`src/rtl/simon_pkt_serialiser.sv`:
```
// simon_pkt_serialiser: buffers SIMON result packets and streams them out byte by byte
// Ports: clk/R (sync active-high reset); doneOUT/out/readOUT capture packets from the
// packetiser; byte_out/byte_valid/byte_ready/byte_last form the output byte stream;
// pkt_level counts buffered packets including the one being sent.
// Optional: define SIMON_SER_CHECKSUM_EN to append an XOR checksum byte to every packet.
module simon_pkt_serialiser #(
  parameter int N = 16,
  parameter int DEPTH = 2
) (
  input  logic                     clk,
  input  logic                     R,
  input  logic                     doneOUT,
  input  logic [(2+N/2)*8-1:0]     out,
  output logic                     readOUT,
  output logic [7:0]               byte_out,
  output logic                     byte_valid,
  input  logic                     byte_ready,
  output logic                     byte_last,
  output logic [$clog2(DEPTH):0]   pkt_level
);
  localparam int P = 2 + N / 2;
  localparam int AW = $clog2(DEPTH);
  localparam int LW = AW + 1;
  localparam int KW = $clog2(P);
  localparam logic [LW-1:0] FULL = LW'(DEPTH);
`ifdef SIMON_SER_CHECKSUM_EN
  typedef enum logic [1:0] {IDLE, SEND, CHK} state_t;
`else
  typedef enum logic {IDLE, SEND} state_t;
`endif
  logic [P*8-1:0] buf_q [DEPTH];
  logic [P*8-1:0] sreg_q, sreg_d;
  state_t         state_q, state_d;
  logic [KW-1:0]  k_q, k_d;
  logic [AW-1:0]  wr_q, wr_d, rd_q, rd_d;
  logic [LW-1:0]  level_q, level_d;
  logic           readout_q, readout_d;
  logic [7:0]     byte_q, byte_d;
  logic           valid_q, valid_d;
  logic           last_q, last_d;
`ifdef SIMON_SER_CHECKSUM_EN
  logic [7:0]     chk_q, chk_d;
`endif
  logic           cap, acc, pop;

  always_comb begin
    // capture uses the start-of-cycle level, so a same-cycle pop never frees a slot early
    cap = doneOUT && !readout_q && (level_q < FULL);
    acc = valid_q && byte_ready;
    pop = 1'b0;
    state_d = state_q;
    sreg_d = sreg_q;
    k_d = k_q;
    byte_d = byte_q;
    valid_d = valid_q;
    last_d = last_q;
`ifdef SIMON_SER_CHECKSUM_EN
    chk_d = chk_q;
`endif
    case (state_q)
      IDLE: if (level_q != '0) begin
        sreg_d = buf_q[rd_q];
        byte_d = buf_q[rd_q][(P-1)*8 +: 8];
        k_d = KW'(P - 1);
        valid_d = 1'b1;
        last_d = 1'b0;
        state_d = SEND;
`ifdef SIMON_SER_CHECKSUM_EN
        chk_d = '0;
`endif
      end
      SEND: if (acc) begin
`ifdef SIMON_SER_CHECKSUM_EN
        chk_d = chk_q ^ byte_q;
`endif
        if (k_q != '0) begin
          k_d = k_q - KW'(1);
          sreg_d = sreg_q << 8;
          byte_d = sreg_q[(P-2)*8 +: 8];
`ifndef SIMON_SER_CHECKSUM_EN
          last_d = (k_q == KW'(1));
`endif
        end else begin
`ifdef SIMON_SER_CHECKSUM_EN
          byte_d = chk_q ^ byte_q;
          last_d = 1'b1;
          state_d = CHK;
`else
          pop = 1'b1;
          byte_d = '0;
          valid_d = 1'b0;
          last_d = 1'b0;
          state_d = IDLE;
`endif
        end
      end
`ifdef SIMON_SER_CHECKSUM_EN
      CHK: if (acc) begin
        pop = 1'b1;
        byte_d = '0;
        valid_d = 1'b0;
        last_d = 1'b0;
        state_d = IDLE;
      end
`endif
      default: state_d = IDLE;
    endcase
    readout_d = cap;
    wr_d = cap ? wr_q + AW'(1) : wr_q;
    rd_d = pop ? rd_q + AW'(1) : rd_q;
    level_d = level_q + LW'(cap) - LW'(pop);
  end

  always_ff @(posedge clk) begin
    if (R) begin
      state_q <= IDLE;
      sreg_q <= '0;
      k_q <= '0;
      wr_q <= '0;
      rd_q <= '0;
      level_q <= '0;
      readout_q <= 1'b0;
      byte_q <= '0;
      valid_q <= 1'b0;
      last_q <= 1'b0;
`ifdef SIMON_SER_CHECKSUM_EN
      chk_q <= '0;
`endif
    end else begin
      state_q <= state_d;
      sreg_q <= sreg_d;
      k_q <= k_d;
      wr_q <= wr_d;
      rd_q <= rd_d;
      level_q <= level_d;
      readout_q <= readout_d;
      byte_q <= byte_d;
      valid_q <= valid_d;
      last_q <= last_d;
`ifdef SIMON_SER_CHECKSUM_EN
      chk_q <= chk_d;
`endif
    end
  end

  always_ff @(posedge clk) if (cap) buf_q[wr_q] <= out;

  assign readOUT = readout_q;
  assign byte_out = byte_q;
  assign byte_valid = valid_q;
  assign byte_last = last_q;
  assign pkt_level = level_q;
endmodule

```
`config.mk`:
```
export PLATFORM = sky130hd
export DESIGN_NAME = simon_pkt_serialiser
export DESIGN_NICKNAME = d
export VERILOG_FILES = /design/src/rtl/simon_pkt_serialiser.sv
export SDC_FILE = /design/constraint.sdc
export NUM_CORES = 1
export LEC_CHECK = 0
export ABC_AREA = 1
export CAP_MARGIN = 30
export CORE_MARGIN = 1.5
export CORE_UTILIZATION = 30
export DETAILED_ROUTE_END_ITERATION = 10
export GPL_TIMING_DRIVEN = 0
export HOLD_SLACK_MARGIN = 0.15
export SLEW_MARGIN = 0
export SYNTH_ARGS = -nofsm -noshare
export SYNTH_HDL_FRONTEND = slang
export SYNTH_SLANG_ARGS = --single-unit
```
`constraint.sdc`:
```
create_clock -name clk -period 17 [get_ports clk]
set_input_delay 4.25 -clock clk [delete_from_list [all_inputs] [get_ports clk]]
set_output_delay 4.25 -clock clk [all_outputs]
set_load 0.005 [all_outputs]
```
Yosys cells after proc, flatten, opt, wreduce, memory -nomap -nowiden
Memory sizes are Yosys's and may differ from the RTL's. A register that Yosys moved wholly into a read port is not among the register bits.
Cells that the tools add are included.
W data, S select, Z words.

word-level totals
  register bits = 92
  RAM bits = 160
  memories = 1

memories
  name   depth  bits a word  rd ports  clocked after memory_dff  wr ports  RTL line  RTL
  buf_q  2      80           1         1                         1         31        logic [P*8-1:0] buf_q [DEPTH];

cells by class
  add/sub/neg operators = 5
  magnitude comparators = 1
  equality and inequality tests = 5
  multiplexer cells = 31
  bitwise logic cells = 1
  reductions and logical operators = 9

operator list
  cell                   number
  $mux W72               3
  $pmux W72 S2           1
  $mux W8                3
  $mux W1                16
  $pmux W8 S2            1
  $mux W4                3
  $pmux W4 S2            1
  $pmux W1 S2            3
  $reduce_and A3 Y1      2
  $eq A4 B1 Y1 const B   1
  $ne A2 B1 Y1 const B   2
  $ne A2 B2 Y1 const B   2
  $reduce_bool A4 Y1     1
  $sub A4 B1 Y4 const B  1
  $logic_and A1 B1 Y1    3
  $add A1 B1 Y1 const B  2
  $add A2 B1 Y2          1
  $lt A2 B2 Y1 const B   1
  $reduce_and A2 Y1      1
  $reduce_bool A2 Y1     1
  $sub A2 B1 Y2          1
  $logic_not A1 Y1       1
  $not A1 Y1             1

Longest topological paths before layout
  depth in word-level cells = 6
  depth in mapped cells = 10

Worst setup path before layout
Ideal clock, no wire load.

  path kind = input-to-reg
  from = input port doneOUT
  to = memory buf_q[0][0] (netlist name), enable pin
  arrival time = 7.774 ns
  data required time = 16.481 ns
  slack = 8.706 ns
  stages = 2
  buffers on the path = 0
  cell sequence = nand3b_1 > nor2_1

on the way
  cells in the longest elaborated chain, start to end = 4

RTL lines
  item                               RTL line  RTL
  start: declaration                 12        input logic doneOUT,
  $logic_and A1 B1 Y1 (2 in series)  48        cap = doneOUT && !readout_q && (level_q < FULL);
  $mux W1                            146       always_ff @(posedge clk) if (cap) buf_q[wr_q] <= out;
  $mux W1 (not written as such)      146
  end: declaration                   31

No other way between the ends.

Worst setup path after layout
  from = input port doneOUT
  to = memory buf_q[0][32] (netlist name), enable pin

Same word-level chain as after synthesis.

==> flow_metrics.env <==
export IMPL_outcome="completed"
export IMPL_area_used_by_sequential_logic_in_the_layout_mm2=0.00667
export IMPL_cp_slowest_stage_delay_ns=0.76
export IMPL_root_buffer="sky130_fd_sc_hd__clkbuf_16"
export IMPL_finish_instance_area_mm2=0.0127
export IMPL_post_cts_hold_buffer_count=0
export IMPL_clkSinkCount=253
export IMPL_hpwl_mm=16.5
export IMPL_tightest_slew_ns=0.870
export IMPL_final_net_count=1295
export IMPL_critPathLaunchType="primary input"
export IMPL_proportion_of_layout_cells_with_a_drive_suffix_above_1_pct=7.66
export IMPL_yosysWarningCount=0
export IMPL_synthesis_nets=1167
export IMPL_worst_setup_path_end_kind="register"
export IMPL_yosys_area_top_type_share_pct=47.2
export IMPL_power_static_leakage_nw=5.07
export IMPL_number_of_failing_hold_endpoints_at_the_final_stage=0
export IMPL_worst_ep_required_time_ns=17.21
export IMPL_syn_area_mm2=0.0102
export IMPL_die_height_um=187
export IMPL_first_pass_grt_wire_length_mm=38.1
export IMPL_fillers=3301
export IMPL_numPortBuffers=95
export IMPL_effective_utilization_at_floorplan_pct=30.4
export IMPL_congestion_overflow_gr=0
export IMPL_grtUsageTotal_pct=13.7
export IMPL_r2r_cells=4
export IMPL_num_rows=67
export IMPL_fmaxAchievable_ghz=0.171
export IMPL_yosys_area_top_type="sky130_fd_sc_hd__edfxtp_1"
export IMPL_clk_path_buf_depth=3
export IMPL_asyncSetResetFlopFracSynth_pct=0
export IMPL_post_drt_via_cell_ratio=4.37
export IMPL_initial_drc_count=357
export IMPL_worst_hold_launch="sreg_q[7]"
export IMPL_tritoncts="yes"
export IMPL_fin_cells=1675
export IMPL_critical_path_reg2reg_endpoint="buf_q[0][32]"
export IMPL_setup_viol_count_final=0
export IMPL_clock_skew_final_ns=0.0171
export IMPL_first_global_vias=7238
export IMPL_synthTopCellsByArea="sky130_fd_sc_hd__edfxtp_1 47%, sky130_fd_sc_hd__dfxtp_1 18%, sky130_fd_sc_hd__nand2_1 13%"
export IMPL_timing_critical_path_slowest_stage_cell="sky130_fd_sc_hd__nor2_4"
export IMPL_maxCapViolCount=0
export IMPL_multi_input_comb_area_mm2=0.00289
export IMPL_crit_arrival_ns=6.08
export IMPL_cts_htree_levels=1
export IMPL_floorplan_die_area_mm2=0.0351
export IMPL_placed_area_mm2=0.0118
export IMPL_clock_insertion_delay_worst_skew_ns=0.54
export IMPL_routed_wl_mm=24.1
export IMPL_post_drt_wl_per_cell_um=14.4
export IMPL_worst_ir_drop_vdd_uv=63.6
export IMPL_num_io_pins=97
export IMPL_maximum_fanout_count_along_the_critical_path=30
export IMPL_number_of_flops_mapped_to_enable_cells_by_yosys=160
export IMPL_min_path_cells=2
export IMPL_drv_slew=0
export IMPL_post_cts_resized_instances=0
export IMPL_slew_limit_headroom_pct=41.9
export IMPL_num_vias=7319
export IMPL_total_power_mw=1.76
export IMPL_post_cts_setup_buffers=0
export IMPL_synth_yosys_seq_area_share_pct=65.5
export IMPL_reg2reg_from="pkt_level[1]"
export IMPL_antenna_left=0
export IMPL_period_needed_ns=5.86
export IMPL_powerDensity_mw_per_mm2=138
export IMPL_post_synthesis_sequential_element_count=253
export IMPL_place_congestion=0.816
export IMPL_grt_setup_unrepaired="no"
export IMPL_yosysUniqueCellTypes=25
export IMPL_dieWidth_um=187
export IMPL_clock_buffers_created_by_tritoncts=27
export IMPL_placeableCoreArea_mm2=0.0334
export IMPL_grt_start_max_net_pins=31
export IMPL_critical_path_class="in -> reg"
export IMPL_dpl_cell_count=1625
export IMPL_hold_path_class="reg -> reg"
export IMPL_synth_main_ff_cell="sky130_fd_sc_hd__edfxtp_1"
export IMPL_final_min_period_over_clock_period_pct=34.5
export IMPL_grt_antenna_before_repair=0
export IMPL_worst_setup_hold_path_clk_slew_ns=0.06
export IMPL_fin_setup_tns_ns=0
export IMPL_worst_r2r_setup_slack_ns=14.85
export IMPL_detail_route_drc_violations=0
export IMPL_path_cells="clkdlybuf4s50_1 -> nand3b_1 -> nor2_4 -> buf_12"
export IMPL_syn_inst=1078
export IMPL_n_antenna_cell=0
export IMPL_synthesis_area_per_instance_um2=9.44
export IMPL_drt_pre_antenna_iters=4
export IMPL_syn_to_final_growth_pct=24.8
export IMPL_whs_endpoint="sreg_q[7]"
## worst max-delay path, delay by kind of cell
family / cells / cell delay, ns
and+or+nand+nor: 2 / 1.03
buffers and inverters: 2 / 0.76
## cells by family after synthesis
| logic type | count (synthesis) | share of synthesized area, % |
|---|---|---|
| flip-flops | 253 | 65.5 |
| XOR/XNOR | 1 | 0.0860 |
| adder cells (fa/ha/maj) | 5 | 0.614 |
| buffers and inverters | 145 | 6.24 |
| AO/OA/AOI/OAI | 110 | 5.57 |
| AND/OR/NAND/NOR | 564 | 22.0 |
## through the flow
step           setup slack (ns)  hold slack (ns)  utilization (%)
3_5_place_dp              10.56            0.452             35.2
4_1_cts                   11.10            0.465             38.0
3_3_place_gp               5.95            0.435             35.0
5_1_grt                   11.01            0.487             38.0
2_1_floorplan              8.71            0.425                -
6_report                  11.14            0.469             38.0
## registers in the layout, indices dropped and copies added, names as in the netlist, 2 cells and up, named ones only
signal     flops
sreg_q        72
byte_out       8
k_q            4
buf_q        160
pkt_level      2
## cells in the mapped netlist, types with 3 or more instances
library cell	instances
sky130_fd_sc_hd__ha_1	5
sky130_fd_sc_hd__buf_4	8
sky130_fd_sc_hd__inv_2	3
sky130_fd_sc_hd__nand3_1	72
sky130_fd_sc_hd__nor2_1	124
sky130_fd_sc_hd__a21oi_1	76
sky130_fd_sc_hd__edfxtp_1	160
sky130_fd_sc_hd__a31oi_1	8
sky130_fd_sc_hd__buf_6	5
sky130_fd_sc_hd__clkbuf_1	27
sky130_fd_sc_hd__inv_1	81
sky130_fd_sc_hd__buf_2	19
sky130_fd_sc_hd__nand2_1	360
sky130_fd_sc_hd__o21ai_0	22
sky130_fd_sc_hd__dfxtp_1	93
## layer usage
| metal | up-vias | GRT usage [%] | part of all wire (%) |
|---|---|---|---|
| met2 | 149 | 23.7 | 49 |
| met1 | 3389 | 17.5 | 45 |
| met5 | - | 0 | 0 |
| li1 | 3749 | - | - |
| met3 | 32 | 2.29 | 4.3 |
| met4 | 0 | 3.75 | 1.7 |
## how the worst max path moves through the flow
stage	startpoint	to	slack, ns
finish	doneOUT	buf_q[0][32]	11.14
global route	doneOUT	buf_q[0][32]	11.01
CTS	doneOUT	buf_q[0][32]	11.10
detailed placement	doneOUT	buf_q[0][28]	10.56
global placement	doneOUT	buf_q[1][32]	5.95
floorplan	doneOUT	buf_q[0][0]	8.71
## cell type report
class                      count  area share (%)
multi-input combinational    680            22.8
inverter                      84            2.48
buffer                        61            2.52
clock buffer                  36            6.00
timing repair buffer          99            8.12
clock inverter                14            1.19
tap                          448            4.41
sequential                   253            52.5
## report_power, final
group	switching, mW	internal, mW
Clock	0.237	0.360
Combinational	0.243	0.143
Sequential	0.0282	0.744
Total	0.508	1.25
## placed cells by master (no fill, tap or decap), drive strengths merged
cell type,instances
buf,38
o21ai,25
ha,5
nor2,127
clkinvlp,1
clkinv,8
nand3b,1
clkbuf,63
a211oi,1
edfxtp,160
inv,86
clkdlybuf4s50,95
xnor2,1
nand3,74
dfxtp,93
nand2,362
a31oi,8
a21oi,76
bufinv,3
No activity file was read; power rests on OpenSTA's default activity.
